**src/rtl/pkt_filter_pkg.sv**
```systemverilog
// pkt_filter_pkg: shared types and widths for the packet filter controller.
package pkt_filter_pkg;
    localparam int HDR_BYTES   = 64;
    localparam int AXIS_DATA_W = 64;
    localparam int AXIS_KEEP_W = 8;
    typedef enum logic [2:0] {IDLE, CAPTURE, DECIDE, REPLAY, PASS, DROP} state_t;
endpackage

```
**src/rtl/pkt_filter_ctrl_hdr_capture_buf.sv**
```systemverilog
// hdr_capture_buf: per-beat header storage with replay read port and byte-mapped header view.
module hdr_capture_buf
    import pkt_filter_pkg::*;
#(
    parameter int HDR_BEATS = 8,
    parameter int IW        = 3
) (
    input  logic                   clk,
    input  logic                   rst_n,
    input  logic                   clr,
    input  logic                   wr_en,
    input  logic [IW-1:0]          wr_idx,
    input  logic [AXIS_DATA_W-1:0] wr_data,
    input  logic [AXIS_KEEP_W-1:0] wr_keep,
    input  logic [IW-1:0]          rd_idx,
    output logic [AXIS_DATA_W-1:0] rd_data,
    output logic [AXIS_KEEP_W-1:0] rd_keep,
    output logic [0:HDR_BYTES*8-1] hdr_data
);
    logic [AXIS_DATA_W-1:0] data_mem [HDR_BEATS];
    logic [AXIS_KEEP_W-1:0] keep_mem [HDR_BEATS];
    // Clearing keep alone is enough to zero uncaptured bytes in the header view
    always_ff @(posedge clk or negedge rst_n) begin
        if (!rst_n) begin
            for (int k = 0; k < HDR_BEATS; k++) keep_mem[k] <= '0;
        end else begin
            for (int k = 0; k < HDR_BEATS; k++) if (clr) keep_mem[k] <= '0;
            if (wr_en) keep_mem[wr_idx] <= wr_keep;
        end
    end
    always_ff @(posedge clk) begin
        if (wr_en) data_mem[wr_idx] <= wr_data;
    end
    assign rd_data = data_mem[rd_idx];
    assign rd_keep = keep_mem[rd_idx];
    always_comb begin
        hdr_data = '0;
        for (int k = 0; k < HDR_BEATS; k++)
            for (int j = 0; j < AXIS_KEEP_W; j++)
                hdr_data[(k*AXIS_KEEP_W+j)*8 +: 8] = keep_mem[k][j] ? data_mem[k][j*8 +: 8] : 8'h00;
    end
endmodule

```
**src/rtl/pkt_filter_ctrl.sv**
```systemverilog
// pkt_filter_ctrl: captures packet header, applies external filter verdict, replays or drops.
// Packet counters exist only when PKT_FILTER_CTRL_STATS_EN is defined.
module pkt_filter_ctrl
    import pkt_filter_pkg::*;
#(
    parameter int HDR_BEATS = 8
) (
    input  logic          clk,
    input  logic          rst_n,
    input  logic [63:0]   s_tdata,
    input  logic [7:0]    s_tkeep,
    input  logic          s_tvalid,
    input  logic          s_tlast,
    output logic          s_tready,
    output logic [63:0]   m_tdata,
    output logic [7:0]    m_tkeep,
    output logic          m_tvalid,
    output logic          m_tlast,
    input  logic          m_tready,
    output logic [0:511]  hdr_data,
    input  logic          filters_valid,
    output logic [31:0]   pass_cnt,
    output logic [31:0]   drop_cnt
);
    localparam int IW = HDR_BEATS > 1 ? $clog2(HDR_BEATS) : 1;
    localparam logic [IW-1:0] LAST_BEAT = IW'(HDR_BEATS - 1);
    state_t state, state_nx;
    logic [IW-1:0] wr_idx, rd_idx, last_idx, cur_idx;
    logic [63:0] rd_data;
    logic [7:0] rd_keep;
    logic last_seen, wr_en, clr, rd_last, rdy;
    assign cur_idx = (state == IDLE) ? '0 : wr_idx;
    assign rd_last = rd_idx == last_idx;
    hdr_capture_buf #(.HDR_BEATS(HDR_BEATS), .IW(IW)) u_buf (
        .clk(clk), .rst_n(rst_n), .clr(clr), .wr_en(wr_en), .wr_idx(cur_idx),
        .wr_data(s_tdata), .wr_keep(s_tkeep), .rd_idx(rd_idx),
        .rd_data(rd_data), .rd_keep(rd_keep), .hdr_data(hdr_data)
    );
    always_comb begin
        state_nx = state;
        wr_en    = 1'b0;
        clr      = 1'b0;
        rdy      = 1'b0;
        m_tvalid = 1'b0;
        m_tdata  = rd_data;
        m_tkeep  = rd_keep;
        m_tlast  = 1'b0;
        case (state)
            IDLE: begin
                rdy   = 1'b1;
                wr_en = s_tvalid;
                clr   = s_tvalid;
                if (s_tvalid) state_nx = (s_tlast || HDR_BEATS == 1) ? DECIDE : CAPTURE;
            end
            CAPTURE: begin
                rdy   = 1'b1;
                wr_en = s_tvalid;
                if (s_tvalid && (s_tlast || wr_idx == LAST_BEAT)) state_nx = DECIDE;
            end
            DECIDE: state_nx = filters_valid ? REPLAY : (last_seen ? IDLE : DROP);
            REPLAY: begin
                m_tvalid = 1'b1;
                m_tlast  = last_seen && rd_last;
                if (m_tready && rd_last) state_nx = last_seen ? IDLE : PASS;
            end
            PASS: begin
                m_tvalid = s_tvalid;
                m_tdata  = s_tdata;
                m_tkeep  = s_tkeep;
                m_tlast  = s_tlast;
                rdy      = m_tready;
                if (s_tvalid && m_tready && s_tlast) state_nx = IDLE;
            end
            DROP: begin
                rdy = 1'b1;
                if (s_tvalid && s_tlast) state_nx = IDLE;
            end
            default: state_nx = IDLE;
        endcase
    end
    // Ready must drop the instant reset asserts, not one edge later
    assign s_tready = rdy & rst_n;
    always_ff @(posedge clk or negedge rst_n) begin
        if (!rst_n) begin
            state     <= IDLE;
            wr_idx    <= '0;
            rd_idx    <= '0;
            last_idx  <= '0;
            last_seen <= 1'b0;
        end else begin
            state <= state_nx;
            if (wr_en) begin
                wr_idx    <= cur_idx + 1'b1;
                last_idx  <= cur_idx;
                last_seen <= s_tlast;
            end
            if (state == DECIDE) rd_idx <= '0;
            else if (state == REPLAY && m_tready) rd_idx <= rd_idx + 1'b1;
        end
    end
`ifdef PKT_FILTER_CTRL_STATS_EN
    logic [31:0] pass_q, drop_q;
    always_ff @(posedge clk or negedge rst_n) begin
        if (!rst_n) begin
            pass_q <= '0;
            drop_q <= '0;
        end else if (state == DECIDE) begin
            if (filters_valid) pass_q <= pass_q + 1'b1;
            else drop_q <= drop_q + 1'b1;
        end
    end
    assign pass_cnt = pass_q;
    assign drop_cnt = drop_q;
`else
    assign pass_cnt = '0;
    assign drop_cnt = '0;
`endif
endmodule

```
**config.mk**
```make
export PLATFORM = sky130hd
export DESIGN_NAME = pkt_filter_ctrl
export DESIGN_NICKNAME = d
export VERILOG_FILES = /design/src/rtl/pkt_filter_pkg.sv /design/src/rtl/pkt_filter_ctrl_hdr_capture_buf.sv /design/src/rtl/pkt_filter_ctrl.sv
export SDC_FILE = /design/constraint.sdc
export NUM_CORES = 1
export LEC_CHECK = 0
export ABC_AREA = 0
export CORE_ASPECT_RATIO = 0.8
export CORE_MARGIN = 5
export CORE_UTILIZATION = 37
export DETAILED_ROUTE_END_ITERATION = 10
export GPL_TIMING_DRIVEN = 0
export PLACE_DENSITY = 0.71
export SKIP_CTS_REPAIR_TIMING = 1
export SKIP_LAST_GASP = 1
export SYNTH_ARGS = -nofsm -noshare
export SYNTH_HDL_FRONTEND = slang
export SYNTH_SLANG_ARGS = --single-unit
```
**constraint.sdc**
```tcl
create_clock -name clk -period 9.5 [get_ports clk]
set_clock_uncertainty 0.2 [all_clocks]
set_input_delay 1.425 -clock clk [delete_from_list [all_inputs] [get_ports clk]]
set_output_delay 1.425 -clock clk [all_outputs]
set_load 0.005 [all_outputs]
```
After elaboration in Yosys (flattened, before gate mapping):

Memories as Yosys holds them, arrays and structs flattened.
Cells that the tools add are included.
Widths: inputs -> output; s select.

* flip-flop bits (word level): 77
* bits in writable memories: 512
* input port bits: 78
* word-level logic and storage cells: 149
* memories: 1

Memory list
* u_buf.data_mem: words 8, bits a word 64, rd ports 9, clocked after Yosys merged registers in 0, write ports 1, line pkt_filter_ctrl_hdr_capture_buf.sv:20 `logic [AXIS_DATA_W-1:0] data_mem [HDR_BEATS];`

* add/sub/neg operators: 2
* magnitude comparators: 3
* equal/unequal tests: 12
* muxes and demuxes: 101
* bitwise operators: 3
* reduce and logical (&&, ||, !) cells: 14

Operators by type and width (count)
* $mux 8: 76
* $mux 64: 2
* $bwmux 64: 1
* $mux 3: 11
* $bmux 8 s3: 1
* $demux 8 s3: 1
* $pmux 3 s6: 1
* $ne 2x2->1 const B: 5
* $eq 3x3->1 const B: 3
* $ge 4x4->1 const B: 2
* $logic_and 1x1->1: 8
* $not 3->4: 2
* $add 3x1->3 const B: 2
* $eq 3x2->1 const B: 2
* $pmux 1 s2: 3
* $reduce_and 5->1: 1
* $lt 4x1->1 const B: 1
* $mux 1: 4
* $eq 3x1->1 const B: 1
* $eq 3x3->1: 1
* $logic_not 3->1: 1
* $reduce_or 3->1: 1
* $mux 2: 1
* $reduce_bool 2->1: 1
* 3 further kinds: 3

Depth between registers and ports, before layout:

* depth after elaboration: 9
* gate-level depth with buffers: 7

By module:

A second synthesis with hierarchy kept.

* cells, all modules: 1734
* area total of the unflattened synthesis: 28524.9 sq um

Modules (own cells, without submodules)
* hdr_capture_buf: times used 1, cells an instance 1503, area an instance 26042.5 sq um, sequential area each 16976.3 sq um
* pkt_filter_ctrl: times used 1, cells an instance 231, area an instance 2482.4 sq um, sequential area each 325.3 sq um

Worst setup path after synthesis:

No wires, ideal clock.

* path type: input-to-reg
* from: in s_tvalid
* to: mem u_buf.data_mem[3][0], enable pin
* library setup time: 0.418 ns
* arrival time: 3.834 ns
* required time: 8.882 ns
* path slack: 5.048 ns
* stages: 5
* buffers on the path: 2
* path through: or3b_4 > or4_1 > buf_2 > buf_6 > inv_1

* cells in the longest elaborated chain, start to end: 3

RTL lines
* from (decl): line pkt_filter_ctrl.sv:12 `input logic s_tvalid,`
* $mux 1: line pkt_filter_ctrl.sv:48 `case (state)`
* $mux 1: line pkt_filter_ctrl_hdr_capture_buf.sv:32 `if (wr_en) data_mem[wr_idx] <= wr_data;`
* $mux 1 (not written as such): line pkt_filter_ctrl_hdr_capture_buf.sv:32
* to (decl): line pkt_filter_ctrl_hdr_capture_buf.sv:20

Every way passes these cells.

Worst setup path in the final report:

* from: reg state[2]
* to: out m_tkeep[0]

* cells in the longest elaborated chain, start to end: 2

RTL lines
* from (decl): line pkt_filter_ctrl.sv:27 `state_t state, state_nx;`
* from (signal assigned): line pkt_filter_ctrl.sv:91 `state <= state_nx;`
* $eq 3x3->1: line pkt_filter_ctrl.sv:48
* $mux 8: line pkt_filter_ctrl.sv:48
* to (decl): line pkt_filter_ctrl.sv:16 `output logic [7:0] m_tkeep,`

Every way passes these cells.

==> results.cfg <==
[finish]
flow.area_growth_from_synthesis_pct = 37.7
layout.area.seq_sq_um = 17300
filler_cells_inserted = 6172
area_of_the_multi_input_gates_sq_um = 9300
nNetsFinal = 2728
fin_area_sq_um = 37600
post_route_cells_drive_above_1_share_pct = 13.4

[placement]
final_weighted_congestion_in_routability_driven_placement = 0.878
detailedPlace.worstSlack_ps = 4060
place.detailed.hpwl_um = 76800
placement.cell_area_sq_um = 35600
buffer_ports.inserted = 663

[floorplanning]
die_h_um = 253
floorplan_die_area_sq_um = 79300
placementRows = 89
ioPinCount = 729
core-area_sq_um = 73400
fp.dieW_um = 314
initial_core_util_pct = 37.2

[logic_synthesis]
synth_most_common_cell = and2_1
synthCells = 1853
synth_warnings = 0
synth-edff-count = 512
synthFlopType = edfxtp_1
synth.avg_cell_area_sq_um = 14.7
async_reset_ff_share_pct = 13.1
ys_ff_latch = 589
ys_seq_area_share_pct = 63.4
synthDominantCellAreaShare_pct = 56.4
synthDominantAreaCellType = edfxtp_1
yosys-top-cells-area = edfxtp_1, mux4_2, and2_1, dfrtp_1, mux2i_1
synth.distinct_cells = 47
syn_area_sq_um = 27300
yosys-top-cells-count = and2_1, edfxtp_1, mux4_2

[critical_path]
timing.critical_path.to_type = primary output
capture_point_of_the_worst_reg_to_reg_path = u_buf.data_mem[0][55]$_DFFE_PP_
crit_family = buffers and inverters
timing.critical_path.buf_inv = 5
r2r_cells = 5
critical_path_class = register to primary output
cp_max_delay_cell = clkbuf_1
worst_path_most_repeated_cell = buf_2
critical_path.reg2reg.startpoint = state[0]$_DFFE_PN0P_
worstSetupStartpoint = state[2]$_DFFE_PN0P_
cell_chain_critical_path = buf_2, nor3b_1, buf_2, buf_2, clkbuf_1, nand2_1, o21ai_0, clkdlybuf4s50_1
worst_ep_required_time_ps = 7880
worst_setup_path_start_kind = register
timing.critical_path.arrival_ps = 4310
critical_path_cell_count = 8
cpPeakStageDelay_ps = 920
crit_path_max_fanout = 10
ff2ff_setup_slack_ps = 5480
worst_setup_path_endpoint = m_tkeep[0]

[power]
ir_drop_v = 0.000148
power.combinational.fraction_pct = 41.0
power.clock.fraction_pct = 23.7
power_density_nw_per_um2 = 273
power.share.sequential_pct = 35.3
sw_frac_of_total_pct = 34.5
cellLeakagePower_nw = 13.2
intPower_mw = 6.71
design_power_total_mw = 10.2
switchingPower_mw = 3.54

[grt]
gr-total-overflow = 0
grt_use_total_pct = 26.6
global_route_wire_length_before_repair_um = 152000
maximum_number_of_pins_on_one_net_before_global_route_repair = 74
initial_antenna_violation_count = 9
grt_pass1_vias = 20900

[job]
drv.max_cap_violation_count = 0

[timing]
setup_violations = 0
top_achievable_clock_speed_mhz = 168
slew_headroom_pct = 5.26
max_slew.worst_pin.slew_ps = 1420
finalHoldViolCount = 0
fin_worst_hold_slack_ps = 316
rsz_0062_raised_after_global_routing = false
finalWorstPathRequiredPeriod_ps = 5940
final_worst_slack_ps = 3560
setup-tns-final_ps = 0
finalCritPeriodShare_pct = 62.5
slew_violations = 0

[worst_hold_path]
hold_wc_path_type = register to register

[clock_tree]
cts_inserted_buffers = 60
cts_tree = done
ctsLongestPathBuffers = 3
clkLatencyLatePin_ps = 620
root_driver = clkbuf_16
path_clk_slew_ps = 60
htree_num_levels = 2
clkSinkCount = 589

[route]
via_count = 20100
initialDrtViolationCount = 1788
avgRoutedWirePerCell_um = 30.1
detail_route.wirelength_um = 110000
detail-route-antenna-nets = 0
first_pass_detailed_route_iteration_total = 5
post-route-drc-count = 0
vias_per_cell = 5.51

[status]
run_status = completed
==> per-stage QoR <==
stage	util, %	std cells
after CTS	51.2	3651
after detailed placement	48.5	3542
after floorplan	-	1916
after global placement	48.2	3534
after global routing	51.2	3653
final	51.2	3657
==> worst reg2reg max path: stages (launching register included) <==
cell and delay, ps:
dfrtp_1 400, clkinv_1 310, o21ai_1 1180, clkbuf_1 730
inv_4 470, buf_16 320
==> cells in the final DEF (no fill, tap or decap), types with 64 or more instances in the layout <==
cell type	Yosys	routed
and2_1	513	513
dfrtp_1	77	77
buf_4	66	68
conb_1	1	64
mux2i_1	73	73
nand2_1	128	128
o21ai_0	132	132
mux4_2	144	144
clkdlybuf4s50_1	0	662
edfxtp_1	512	512
==> kinds of logic (layout without fill, tap and decap cells) <==
| group | Yosys count | count (layout) | synth area share [%] |
|---|---|---|---|
| compound gates | 160 | 160 | 3.25 |
| xor+xnor | 3 | 3 | 0.0964 |
| fa+ha+maj | 1 | 1 | 0.0459 |
| buf+inv | 163 | 943 | 3.33 |
| flops | 589 | 589 | 63.4 |
| mux | 217 | 217 | 14.6 |
| other cells | 1 | 70 | 0.0138 |
| simple gates | 719 | 719 | 15.2 |
==> power by group through the flow <==
stage,clock [mW],sequential [mW],combinational [mW]
after floorplan,0,3.37,1.92
after global placement,0,3.66,4.15
after detailed placement,0,3.66,4.21
after CTS,2.46,3.60,4.23
after global routing,2.57,3.63,4.44
final,2.43,3.62,4.20
==> flip-flops by register name, indices dropped and copies added, names as in the netlist <==
register        flops
last_seen           1
last_idx            3
rd_idx              3
state               3
u_buf.data_mem    512
wr_idx              3
u_buf.keep_mem     64
==> how the worst min path moves through the flow <==
| stage | start | cells after the start | end |
|---|---|---|---|
| finish | last_idx[0]$_DFFE_PN0P_ | 2 | last_idx[0]$_DFFE_PN0P_ |
| global route | last_idx[1]$_DFFE_PN0P_ | 2 | last_idx[1]$_DFFE_PN0P_ |
| CTS | last_idx[0]$_DFFE_PN0P_ | 2 | last_idx[0]$_DFFE_PN0P_ |
| detailed placement | last_idx[0]$_DFFE_PN0P_ | 2 | last_idx[0]$_DFFE_PN0P_ |
| global placement | last_idx[1]$_DFFE_PN0P_ | 2 | last_idx[1]$_DFFE_PN0P_ |
| floorplan | last_idx[1]$_DFFE_PN0P_ | 2 | last_idx[1]$_DFFE_PN0P_ |
==> metal layers <==
metal  part of all wire, %  vias to the layer above  track usage (%)
li1                      -                     8335                -
met1                    38                    10300             33.5
met2                    48                     1237             43.6
met3                    10                      231             8.48
met4                   3.9                        4             9.70
met5                 0.021                        -                0
==> cell type report <==
cell class,instances,area share [%]
multi-input combinational,1164,24.8
buffer,146,2.26
clock buffer,71,4.16
inverter,17,0.210
clock inverter,38,1.12
timing repair buffer,671,18.2
sequential,589,46.1
tap,955,3.18
antenna,6,0.0400
Note: power is estimated with default switching activity, not from simulation.
